[config.mk]
export PLATFORM = sky130hd
export DESIGN_NAME = dwell_out
export DESIGN_NICKNAME = d
export VERILOG_FILES = /design/src/rtl/dwell_pkg.sv /design/src/rtl/dwell_cnt.sv /design/src/rtl/dwell_out.sv
export SDC_FILE = /design/constraint.sdc
export NUM_CORES = 1
export LEC_CHECK = 0
export ABC_CLOCK_PERIOD_IN_PS = 4850
export CAP_MARGIN = 30
export CELL_PAD_IN_SITES_DETAIL_PLACEMENT = 1
export CELL_PAD_IN_SITES_GLOBAL_PLACEMENT = 2
export CORE_ASPECT_RATIO = 1.1
export CORE_MARGIN = 4
export CORE_UTILIZATION = 40
export CTS_CLUSTER_SIZE = 10
export DETAILED_ROUTE_END_ITERATION = 16
export MAX_ROUTING_LAYER = met4
export PLACE_DENSITY = 0.78
export SYNTH_ARGS = -nofsm -noshare
export SYNTH_HDL_FRONTEND = slang
export SYNTH_SLANG_ARGS = --single-unit
[constraint.sdc]
create_clock -name clk_i -period 4.85 [get_ports clk_i]
set_clock_uncertainty 0.15 [all_clocks]
set_input_delay 0.97 -clock clk_i [delete_from_list [all_inputs] [get_ports clk_i]]
set_output_delay 0.97 -clock clk_i [all_outputs]
set_load 0.01 [all_outputs]
[src/rtl/dwell_pkg.sv]
// Shared types for the dwell-limited output block.
package dwell_pkg;

    typedef enum logic [1:0] {
        LO_IDLE = 2'b00,
        LO_HOLD = 2'b01,
        HI_IDLE = 2'b10,
        HI_HOLD = 2'b11
    } dwell_state_e;

endpackage

[src/rtl/dwell_cnt.sv]
// Loadable down-counter that stops at zero and reports whether it is still running.
module dwell_cnt #(
    parameter int W = 16
) (
    input  logic         clk_i,
    input  logic         rst_i,
    input  logic         load_i,
    input  logic [W-1:0] value_i,
    output logic         nonzero_o
);

    logic [W-1:0] cnt_q, cnt_d;

    always_comb begin
        cnt_d = cnt_q;
        if (load_i) begin
            cnt_d = value_i;
        end else if (cnt_q != '0) begin
            cnt_d = cnt_q - 1'b1;
        end
    end

    always_ff @(posedge clk_i) begin
        if (rst_i) begin
            cnt_q <= '0;
        end else begin
            cnt_q <= cnt_d;
        end
    end

    assign nonzero_o = (cnt_q != '0);

endmodule

[src/rtl/dwell_out.sv]
// Output follows a requested level (or a stretched pulse) but holds each level
// for at least DWELL cycles after every toggle.
module dwell_out
    import dwell_pkg::*;
#(
    parameter int DWELL_W = 16,
    parameter int DWELL   = 1000,
    parameter int STRETCH = 500,
    parameter bit RST_VAL = 1'b0
) (
    input  logic clk_i,
    input  logic rst_i,
    input  logic level_i,
    input  logic pulse_i,
    output logic data_o,
    output logic busy_o
);

    // Both counters are loaded one short: the loading cycle itself counts as
    // the first cycle of the hold / stretch interval.
    localparam logic [DWELL_W-1:0] DWELL_LD   = DWELL_W'(DWELL - 1);
    localparam logic [DWELL_W-1:0] STRETCH_LD = DWELL_W'(STRETCH - 1);
    localparam dwell_state_e       RST_STATE  = RST_VAL ? HI_IDLE : LO_IDLE;

    dwell_state_e state_q, state_d;
    logic         dwell_load;
    logic         dwell_nz;
    logic         stretch_nz;
    logic         stretch_active;
    logic         req;

    dwell_cnt #(.W(DWELL_W)) u_dwell_cnt (
        .clk_i     (clk_i),
        .rst_i     (rst_i),
        .load_i    (dwell_load),
        .value_i   (DWELL_LD),
        .nonzero_o (dwell_nz)
    );

    dwell_cnt #(.W(DWELL_W)) u_stretch_cnt (
        .clk_i     (clk_i),
        .rst_i     (rst_i),
        .load_i    (pulse_i),
        .value_i   (STRETCH_LD),
        .nonzero_o (stretch_nz)
    );

    assign stretch_active = pulse_i | stretch_nz;
    assign req            = level_i | stretch_active;

    always_ff @(posedge clk_i) begin
        if (rst_i) begin
            state_q <= RST_STATE;
        end else begin
            state_q <= state_d;
        end
    end

    // req is only looked at in the IDLE states; HOLD ignores it entirely.
    always_comb begin
        state_d    = state_q;
        dwell_load = 1'b0;
        case (state_q)
            LO_IDLE: begin
                if (req) begin
                    state_d    = HI_HOLD;
                    dwell_load = 1'b1;
                end
            end
            HI_IDLE: begin
                if (!req) begin
                    state_d    = LO_HOLD;
                    dwell_load = 1'b1;
                end
            end
            LO_HOLD: begin
                if (!dwell_nz) state_d = LO_IDLE;
            end
            HI_HOLD: begin
                if (!dwell_nz) state_d = HI_IDLE;
            end
            default: state_d = RST_STATE;
        endcase
    end

    always_comb begin
        data_o = (state_q == HI_IDLE) || (state_q == HI_HOLD);
        busy_o = (state_q == LO_HOLD) || (state_q == HI_HOLD);
    end

endmodule

==> impl_metrics.tcl, run 1 <==
set metrics [dict create \
    run_status "finished clean" \
    setup_tns_ns 0 \
    die_w_um 70.9 \
    start_kind "flip-flop" \
    hp-class "reg2reg" \
    postCtsHoldBufs 0 \
    core.rowCount 24 \
    final_antenna_net_count 0 \
    crit_path_max_fanout 10 \
    power.total_w 0.000915 \
    wire_length_of_the_first_global_routing_pass_um 7030 \
    root_buffer "clkbuf_8" \
    tightest_slew_ns 0.785 \
    synth.ff_latch_count 34 \
    cts_max_path_buffers 2 \
    setup_viol_count_final 0 \
    reg2reg_depth 5 \
    grt-ovfl-total 0 \
    drc_viols 0 \
    timing.rr.start "u_stretch_cnt.cnt_q[7]$_SDFFE_PP0P_" \
    whs_ns 0.353 \
    critPathKind "reg2reg" \
    data_arrival_time_of_the_critical_path_ns 2.93 \
    fmaxAchievable_ghz 0.339 \
    crit_path_frequent_cell "or4_4" \
    cts_num_sinks 34 \
    clk_transition_reported_paths_ns 0.07 \
    combined_area_of_all_synthesized_cells_mm2 0.00174 \
    nNetsFinal 219 \
    syn_inst 200 \
    fraction_of_layout_instances_using_a_drive_strength_above_1_pct 8.65 \
    tritoncts "yes" \
    clk_pwr_share_pct 23.8 \
    final_max_slew_viol_count 0 \
    finalWorstPathRequiredPeriod_ns 2.95 \
    rsz0062_at_grt "false" \
    p_leak_nw 0.733 \
    top_level_ports 6 \
    yosysSeqAreaShare_pct 39.1 \
    cts_setup_buffers 0 \
    vdd.ir_drop.worst_mv 0.216 \
    first_global_vias 1532 \
    floorplan.die.height_um 77.2 \
    power_per_unit_of_standard_cell_area_mw_per_mm2 470 \
    post_synth_num_cell_types 37 \
    worst_slew_margin_rel_pct 47.2 \
    ff2ff_setup_slack_ns 1.90 \
    crit_start "u_stretch_cnt.cnt_q[7]$_SDFFE_PP0P_" \
    crit_end "u_dwell_cnt.cnt_q[2]$_SDFFE_PP0P_" \
    power_switching_share_pct 36.5 \
    slowest_delay_ns 0.59 \
    antenna_violations_before_repair 0 \
    gpl.final_weighted_congestion 0.831 \
    mostFrequentLayoutCells "dfxtp_1 (34), a21oi_1 (19), nor3_1 (18), nor2_1 (18), xor2_1 (13)" \
    internal-power_w 0.000581 \
    num_antenna_cells 0 \
    routed-via-count 1450 \
    avg_inst_size_synth_um2 8.71 \
    timing.rr.end "u_dwell_cnt.cnt_q[2]$_SDFFE_PP0P_" \
    finalHoldViolations 0 \
    power.share.sequential_pct 40.4 \
    wl_per_cell_um 15.5 \
    total_switching_power_w 0.000334 \
    leading_cell_type_in_the_layout_fill_and_taps_excluded "dfxtp_1" \
    number_of_search_and_repair_iterations_in_the_first_detailed_routing_pass 4 \
    combPwrFrac_pct 35.9 \
    crit_required_ns 4.83 \
    numCtsBuffers 5 \
    syn_nets 212 \
    buffers_on_ports 5 \
    count_of_routing_violations_after_the_opening_detailed_route_iteration 65 \
    floorplan.initialDensity_pct 42.6 \
    final.period_utilization_pct 60.8 \
    ys_warn_count 0 \
    core_area_mm2 0.00408 \
    routed_wl_um 4040 \
    post_cts_resized 0 \
    place.detailed.hpwl_um 2930 \
    crit_path_top_delay_cell "or4_4" \
    number_of_max_capacitance_violations_reported 0 \
    hold-path-cell-count 2 \
    via_per_inst 5.58 \
    clock_tree.htree_level_count 2 \
    global_route.usage.total_pct 16.5 \
    cp-end-kind "flip-flop" \
    design.die.area_mm2 0.00547 \
    grt_max_degree 28 \
    clk_latency_worst_skew_pair_ns 0.28 \
    area_growth_syn_to_layout_pct 11.9 \
    critical_path_cell_sequence "or4_4 > nand4bb_1 > or4_4 > mux2i_1 > a31oi_1" \
]
-- synthesized netlist by cell type --
| library cell | number | area, µm² |
|---|---|---|
| nand4_1 | 5 | 31.3 |
| nand2_1 | 7 | 26.3 |
| dfxtp_1 | 34 | 681 |
| a211oi_1 | 1 | 7.51 |
| and2_1 | 1 | 6.26 |
| o31ai_1 | 2 | 15.0 |
| mux2_4 | 1 | 15.0 |
| nand4bb_1 | 2 | 22.5 |
| mux2i_1 | 1 | 10.0 |
| mux2_1 | 1 | 11.3 |
| nand3b_1 | 1 | 7.51 |
| nor2_1 | 18 | 67.6 |
| o211ai_1 | 2 | 15.0 |
| nor4b_1 | 1 | 8.76 |
| a31oi_1 | 2 | 12.5 |
| a221o_1 | 1 | 10.0 |
| nor4_1 | 4 | 25.0 |
| a2111oi_0 | 1 | 8.76 |
| nor2b_1 | 1 | 6.26 |
| or2_2 | 5 | 31.3 |
| or4_4 | 2 | 22.5 |
| o21ai_0 | 4 | 20.0 |
| inv_1 | 9 | 33.8 |
| or3_1 | 2 | 12.5 |
| ha_1 | 8 | 100 |
| nor3_1 | 18 | 90.1 |
| or3b_2 | 1 | 8.76 |
| buf_2 | 1 | 5.00 |
| xnor2_1 | 11 | 96.3 |
| nand2b_1 | 2 | 12.5 |
| clkbuf_1 | 5 | 18.8 |
| nand4b_1 | 3 | 26.3 |
| nand3_1 | 8 | 40.0 |
| nor4_2 | 1 | 12.5 |
| xor2_1 | 13 | 114 |
| or4_1 | 2 | 15.0 |
| a21oi_1 | 19 | 95.1 |
-- worst max-delay path: cells and delay by family, from the launching register on --
kind | cells | cell delay, ns
and+or+nand+nor | 3 | 1.62
muxes | 1 | 0.53
DFF | 1 | 0.35
AOI/OAI and AO/OA | 1 | 0.15
-- power by group through the flow --
stage                     combinational, W  sequential [W]  clock (W)
after floorplan                   0.000244        0.000364          0
after global placement            0.000310        0.000372          0
after detailed placement          0.000327        0.000375          0
after CTS                         0.000331        0.000369   0.000224
after global routing              0.000366        0.000378   0.000241
final                             0.000328        0.000370   0.000217
-- cell type report --
class,instances,area (µm²)
clock buffer,7,86.3
clock inverter,1,5.00
fill,497,2130
inverter,9,33.8
multi-input combinational,151,1000
sequential,34,681
tap,52,65.1
timing repair buffer,6,75.1
-- cell families (layout without fill, tap and decap cells) --
family | after synthesis | count (layout) | share of synthesized area (%)
buffers and inverters | 15 | 23 | 3.30
muxes | 3 | 3 | 2.08
and+or+nand+nor | 84 | 84 | 27.2
adders and majority gates | 8 | 8 | 5.75
AOI/OAI and AO/OA | 32 | 32 | 10.6
xor gates and xnor gates | 24 | 24 | 12.1
DFF | 34 | 34 | 39.1
-- state kept, by name, summed over array words and instances (netlist names) --
register             cells
state_q                  2
u_dwell_cnt.cnt_q       16
u_stretch_cnt.cnt_q     16
-- worst min-delay path by stage --
stage,start,endpoint,slack (ns)
after detailed placement,u_stretch_cnt.cnt_q[14]$_SDFFE_PP0P_,u_stretch_cnt.cnt_q[14]$_SDFFE_PP0P_,0.34
after floorplan,u_stretch_cnt.cnt_q[14]$_SDFFE_PP0P_,u_stretch_cnt.cnt_q[14]$_SDFFE_PP0P_,0.30
final,u_stretch_cnt.cnt_q[14]$_SDFFE_PP0P_,u_stretch_cnt.cnt_q[14]$_SDFFE_PP0P_,0.35
after global placement,u_stretch_cnt.cnt_q[14]$_SDFFE_PP0P_,u_stretch_cnt.cnt_q[14]$_SDFFE_PP0P_,0.31
after global routing,u_stretch_cnt.cnt_q[2]$_SDFFE_PP0P_,u_stretch_cnt.cnt_q[2]$_SDFFE_PP0P_,0.37
after CTS,u_stretch_cnt.cnt_q[14]$_SDFFE_PP0P_,u_stretch_cnt.cnt_q[14]$_SDFFE_PP0P_,0.35
-- through the flow --
stage	util (%)	setup WS, ns	cells	area, µm²
4_1_cts	47.1	1.88	259	1920
6_report	47.7	1.90	260	1950
3_5_place_dp	44.9	1.81	251	1830
3_3_place_gp	44.9	1.87	251	1830
2_1_floorplan	-	2.25	200	1740
5_1_grt	47.7	1.71	260	1950
-- routing by layer --
metal / up-vias / GRT usage, % / share of wire, %
met5: - / - / 0
li1: 725 / - / -
met4: 0 / 6.95 / 2.4
met2: 15 / 28.3 / 52
met3: 11 / 4.18 / 2.4
met1: 699 / 17.8 / 44
Note: power is estimated with default switching activity, not from simulation.
==> run 2: changes to the inputs <==
--- a/config.mk
+++ b/config.mk
@@ -5,17 +5,17 @@
 export SDC_FILE = /design/constraint.sdc
 export NUM_CORES = 1
 export LEC_CHECK = 0
-export ABC_CLOCK_PERIOD_IN_PS = 4850
+export ABC_CLOCK_PERIOD_IN_PS = 2600
 export CAP_MARGIN = 30
 export CELL_PAD_IN_SITES_DETAIL_PLACEMENT = 1
 export CELL_PAD_IN_SITES_GLOBAL_PLACEMENT = 2
 export CORE_ASPECT_RATIO = 1.1
 export CORE_MARGIN = 4
-export CORE_UTILIZATION = 40
+export CORE_UTILIZATION = 34
 export CTS_CLUSTER_SIZE = 10
 export DETAILED_ROUTE_END_ITERATION = 16
 export MAX_ROUTING_LAYER = met4
-export PLACE_DENSITY = 0.78
+export PLACE_DENSITY = 0.71
 export SYNTH_ARGS = -nofsm -noshare
 export SYNTH_HDL_FRONTEND = slang
 export SYNTH_SLANG_ARGS = --single-unit
==> constraint.sdc (replaced) <==
create_clock -name clk_i -period 2.6 [get_ports clk_i]
set_clock_uncertainty 0.15 [all_clocks]
set_input_delay 0.52 -clock clk_i [delete_from_list [all_inputs] [get_ports clk_i]]
set_output_delay 0.52 -clock clk_i [all_outputs]
set_load 0.01 [all_outputs]
==> run 2 against run 1 <==
Utilization down 7.2 points. Cell count increased by 5.4%. Non-clock buffer count rose by 9. Via count is 2.8% higher. Worst setup slack got worse by 1.8 ns. Flip-flop and latch count is the same. Routed wire length grew 6.5%. First-iteration DRC count fell by 55%. Register-to-register slack got worse by 1.8 ns. Clock power is 130% higher.
==> impl_metrics.tcl, run 2 (same netlist as run 1, synthesis figures left out) <==
set metrics [dict create \
    run_status "finished clean" \
    routed-via-count 1490 \
    met2WireLength_um 2370 \
    clock_tree.htree_level_count 2 \
    finalHoldViolations 0 \
    power.share.sequential_pct 37.6 \
    count_of_routing_violations_after_the_opening_detailed_route_iteration 29 \
    total_switching_power_w 0.000619 \
    die_w_um 76.2 \
    via_per_inst 5.44 \
    first_global_vias 1691 \
    data_arrival_time_of_the_critical_path_ns 2.53 \
    hp-start "u_stretch_cnt.cnt_q[14]$_SDFFE_PP0P_" \
    vdd.ir_drop.worst_mv 0.410 \
    grt-ovfl-total 0 \
    top_level_ports 6 \
    fraction_of_layout_instances_using_a_drive_strength_above_1_pct 13.0 \
    setup_viol_count_final 0 \
    final_antenna_net_count 0 \
    reg2reg_depth 5 \
    final_max_slew_viol_count 0 \
    root_buffer "clkbuf_8" \
    finalWorstPathRequiredPeriod_ns 2.51 \
    timing.rr.start "u_stretch_cnt.cnt_q[9]$_SDFFE_PP0P_" \
    internal-power_w 0.00122 \
    floorplan.initialDensity_pct 34.8 \
    cts_max_path_buffers 2 \
    num_antenna_cells 0 \
    ff2ff_setup_slack_ns 0.09 \
    reg_top3 "u_dwell_cnt.cnt_q x16, u_stretch_cnt.cnt_q x16, state_q x2" \
    buffers_on_ports 5 \
    setup_tns_ns 0 \
    tightest_slew_ns 0.564 \
    power_switching_share_pct 33.7 \
    power.total_w 0.00184 \
    global_route.usage.total_pct 15.1 \
    critPathKind "reg2reg" \
    crit_required_ns 2.62 \
    timing.rr.end "state_q[1]$_SDFFE_PP0P_" \
    core.rowCount 27 \
    cts_num_sinks 34 \
    hold-path-cell-count 2 \
    drc_viols 0 \
    mostFrequentLayoutCells "dfxtp_1 (34), a21oi_1 (19), nor3_1 (18), nor2_1 (18), xor2_1 (13)" \
    fmaxAchievable_ghz 0.398 \
    clk_pwr_share_pct 26.8 \
    holdPathEnd "u_stretch_cnt.cnt_q[14]$_SDFFE_PP0P_" \
    numCtsBuffers 5 \
    clk_latency_worst_skew_pair_ns 0.28 \
    clk_transition_reported_paths_ns 0.07 \
    dr_top_layer "met4" \
    tritoncts "yes" \
    postCtsHoldBufs 0 \
    final.period_utilization_pct 96.6 \
    number_of_search_and_repair_iterations_in_the_first_detailed_routing_pass 2 \
    number_of_max_capacitance_violations_reported 0 \
    power_per_unit_of_standard_cell_area_mw_per_mm2 905 \
    gpl.final_weighted_congestion 0.804 \
    nFillCells 603 \
    worst_slew_margin_rel_pct 62.3 \
    nNetsFinal 228 \
    dr_wl_met3_um 91 \
    cp-end-kind "flip-flop" \
    leading_cell_type_in_the_layout_fill_and_taps_excluded "dfxtp_1" \
    wire_length_of_the_first_global_routing_pass_um 7610 \
    cts_setup_buffers 0 \
    design.die.area_mm2 0.00633 \
    rsz0062_at_grt "false" \
    start_kind "flip-flop" \
    met1_routed_length_um 1730 \
    routed_wl_um 4300 \
    grt_max_degree 15 \
    floorplan.die.height_um 83.1 \
    hp-class "reg2reg" \
    p_leak_nw 0.778 \
    antenna_violations_before_repair 0 \
    core_area_mm2 0.00500 \
    combPwrFrac_pct 35.6 \
    place.detailed.hpwl_um 3360 \
    crit_path_max_fanout 3 \
    wl_per_cell_um 15.7 \
    area_growth_syn_to_layout_pct 16.5 \
]
## run 2: cell types whose count changed in the layout (fill, tap and decap cells not counted)
cell | previous run | this run
buf_4 | 0 | 10
clkbuf_16 | 1 | 0
bufinv_16 | 0 | 1
clkbuf_1 | 1 | 0
clkinv_2 | 1 | 0
mux2_1 | 1 | 0
mux2_2 | 0 | 1
## run 2: worst max-delay path by stage
stage | start | to | slack (ns)
after floorplan | u_stretch_cnt.cnt_q[7]$_SDFFE_PP0P_ | state_q[1]$_SDFFE_PP0P_ | 0.03
after global placement | pulse_i | state_q[1]$_SDFFE_PP0P_ | 0.12
after detailed placement | pulse_i | u_dwell_cnt.cnt_q[15]$_SDFFE_PP0P_ | 0.05
after CTS | u_stretch_cnt.cnt_q[9]$_SDFFE_PP0P_ | u_dwell_cnt.cnt_q[15]$_SDFFE_PP0P_ | 0.03
after global routing | u_stretch_cnt.cnt_q[9]$_SDFFE_PP0P_ | state_q[1]$_SDFFE_PP0P_ | 0.002
final | u_stretch_cnt.cnt_q[9]$_SDFFE_PP0P_ | state_q[1]$_SDFFE_PP0P_ | 0.09
## run 2: per-stage QoR
step                      std cells  util (%)  setup WS [ns]  hold slack (ns)  cell area, µm²
after global routing            274      40.6        0.00174            0.376            2030
final                           274      40.6         0.0892            0.338            2030
after detailed placement        267      38.3         0.0503            0.335            1920
after floorplan                 200         -         0.0296            0.302            1740
after global placement          267      38.3          0.124            0.316            1920
after CTS                       274      40.6         0.0310            0.344            2030
## run 2: metal layers
| metal | vias up | track usage [%] |
|---|---|---|
| met2 | 11 | 28.1 |
| met3 | 11 | 3.69 |
| met5 | - | - |
| li1 | 742 | - |
| met4 | 0 | 6.26 |
| met1 | 726 | 15.0 |
## run 2: power groups by stage
stage	combinational, W	clock, W	sequential (W)
finish	0.000654	0.000491	0.000690
global route	0.000734	0.000537	0.000708
CTS	0.000663	0.000509	0.000690
detailed placement	0.000662	0	0.000701
global placement	0.000635	0	0.000693
floorplan	0.000456	0	0.000679
## run 2: critical path: stages, from the launching register on
cell	delay (ns)
dfxtp_1	0.33
or4_4	0.53
nand4bb_1	0.25
or4_4	0.47
a221o_1	0.37
mux2_4	0.30
## run 2: what timing repair did
action / in CTS / in global routing
endpoints found under the setup margin: 0 / 4
resized for setup: 0 / 1
endpoints found under the hold margin: 0 / 0
## run 2: cell type report
cell class | instances | area, µm² | area share, %
Sequential cell | 34 | 681 | 33.6
Clock inverter | 1 | 30.0 | 1.48
Inverter | 9 | 33.8 | 1.67
Timing Repair Buffer | 15 | 125 | 6.17
Multi-Input combinational cell | 151 | 1000 | 49.5
Clock buffer | 6 | 82.6 | 4.07
Tap cell | 58 | 72.6 | 3.58
==> run 3: changes to the inputs <==
--- a/config.mk
+++ b/config.mk
@@ -12,7 +12,7 @@
 export CORE_ASPECT_RATIO = 1.1
 export CORE_MARGIN = 4
 export CORE_UTILIZATION = 34
-export CTS_CLUSTER_SIZE = 10
+export CTS_CLUSTER_SIZE = 12
 export DETAILED_ROUTE_END_ITERATION = 16
 export MAX_ROUTING_LAYER = met4
 export PLACE_DENSITY = 0.71
==> results of run 3 <==
The final DEF is identical to that of run 2; final timing and power are the same.
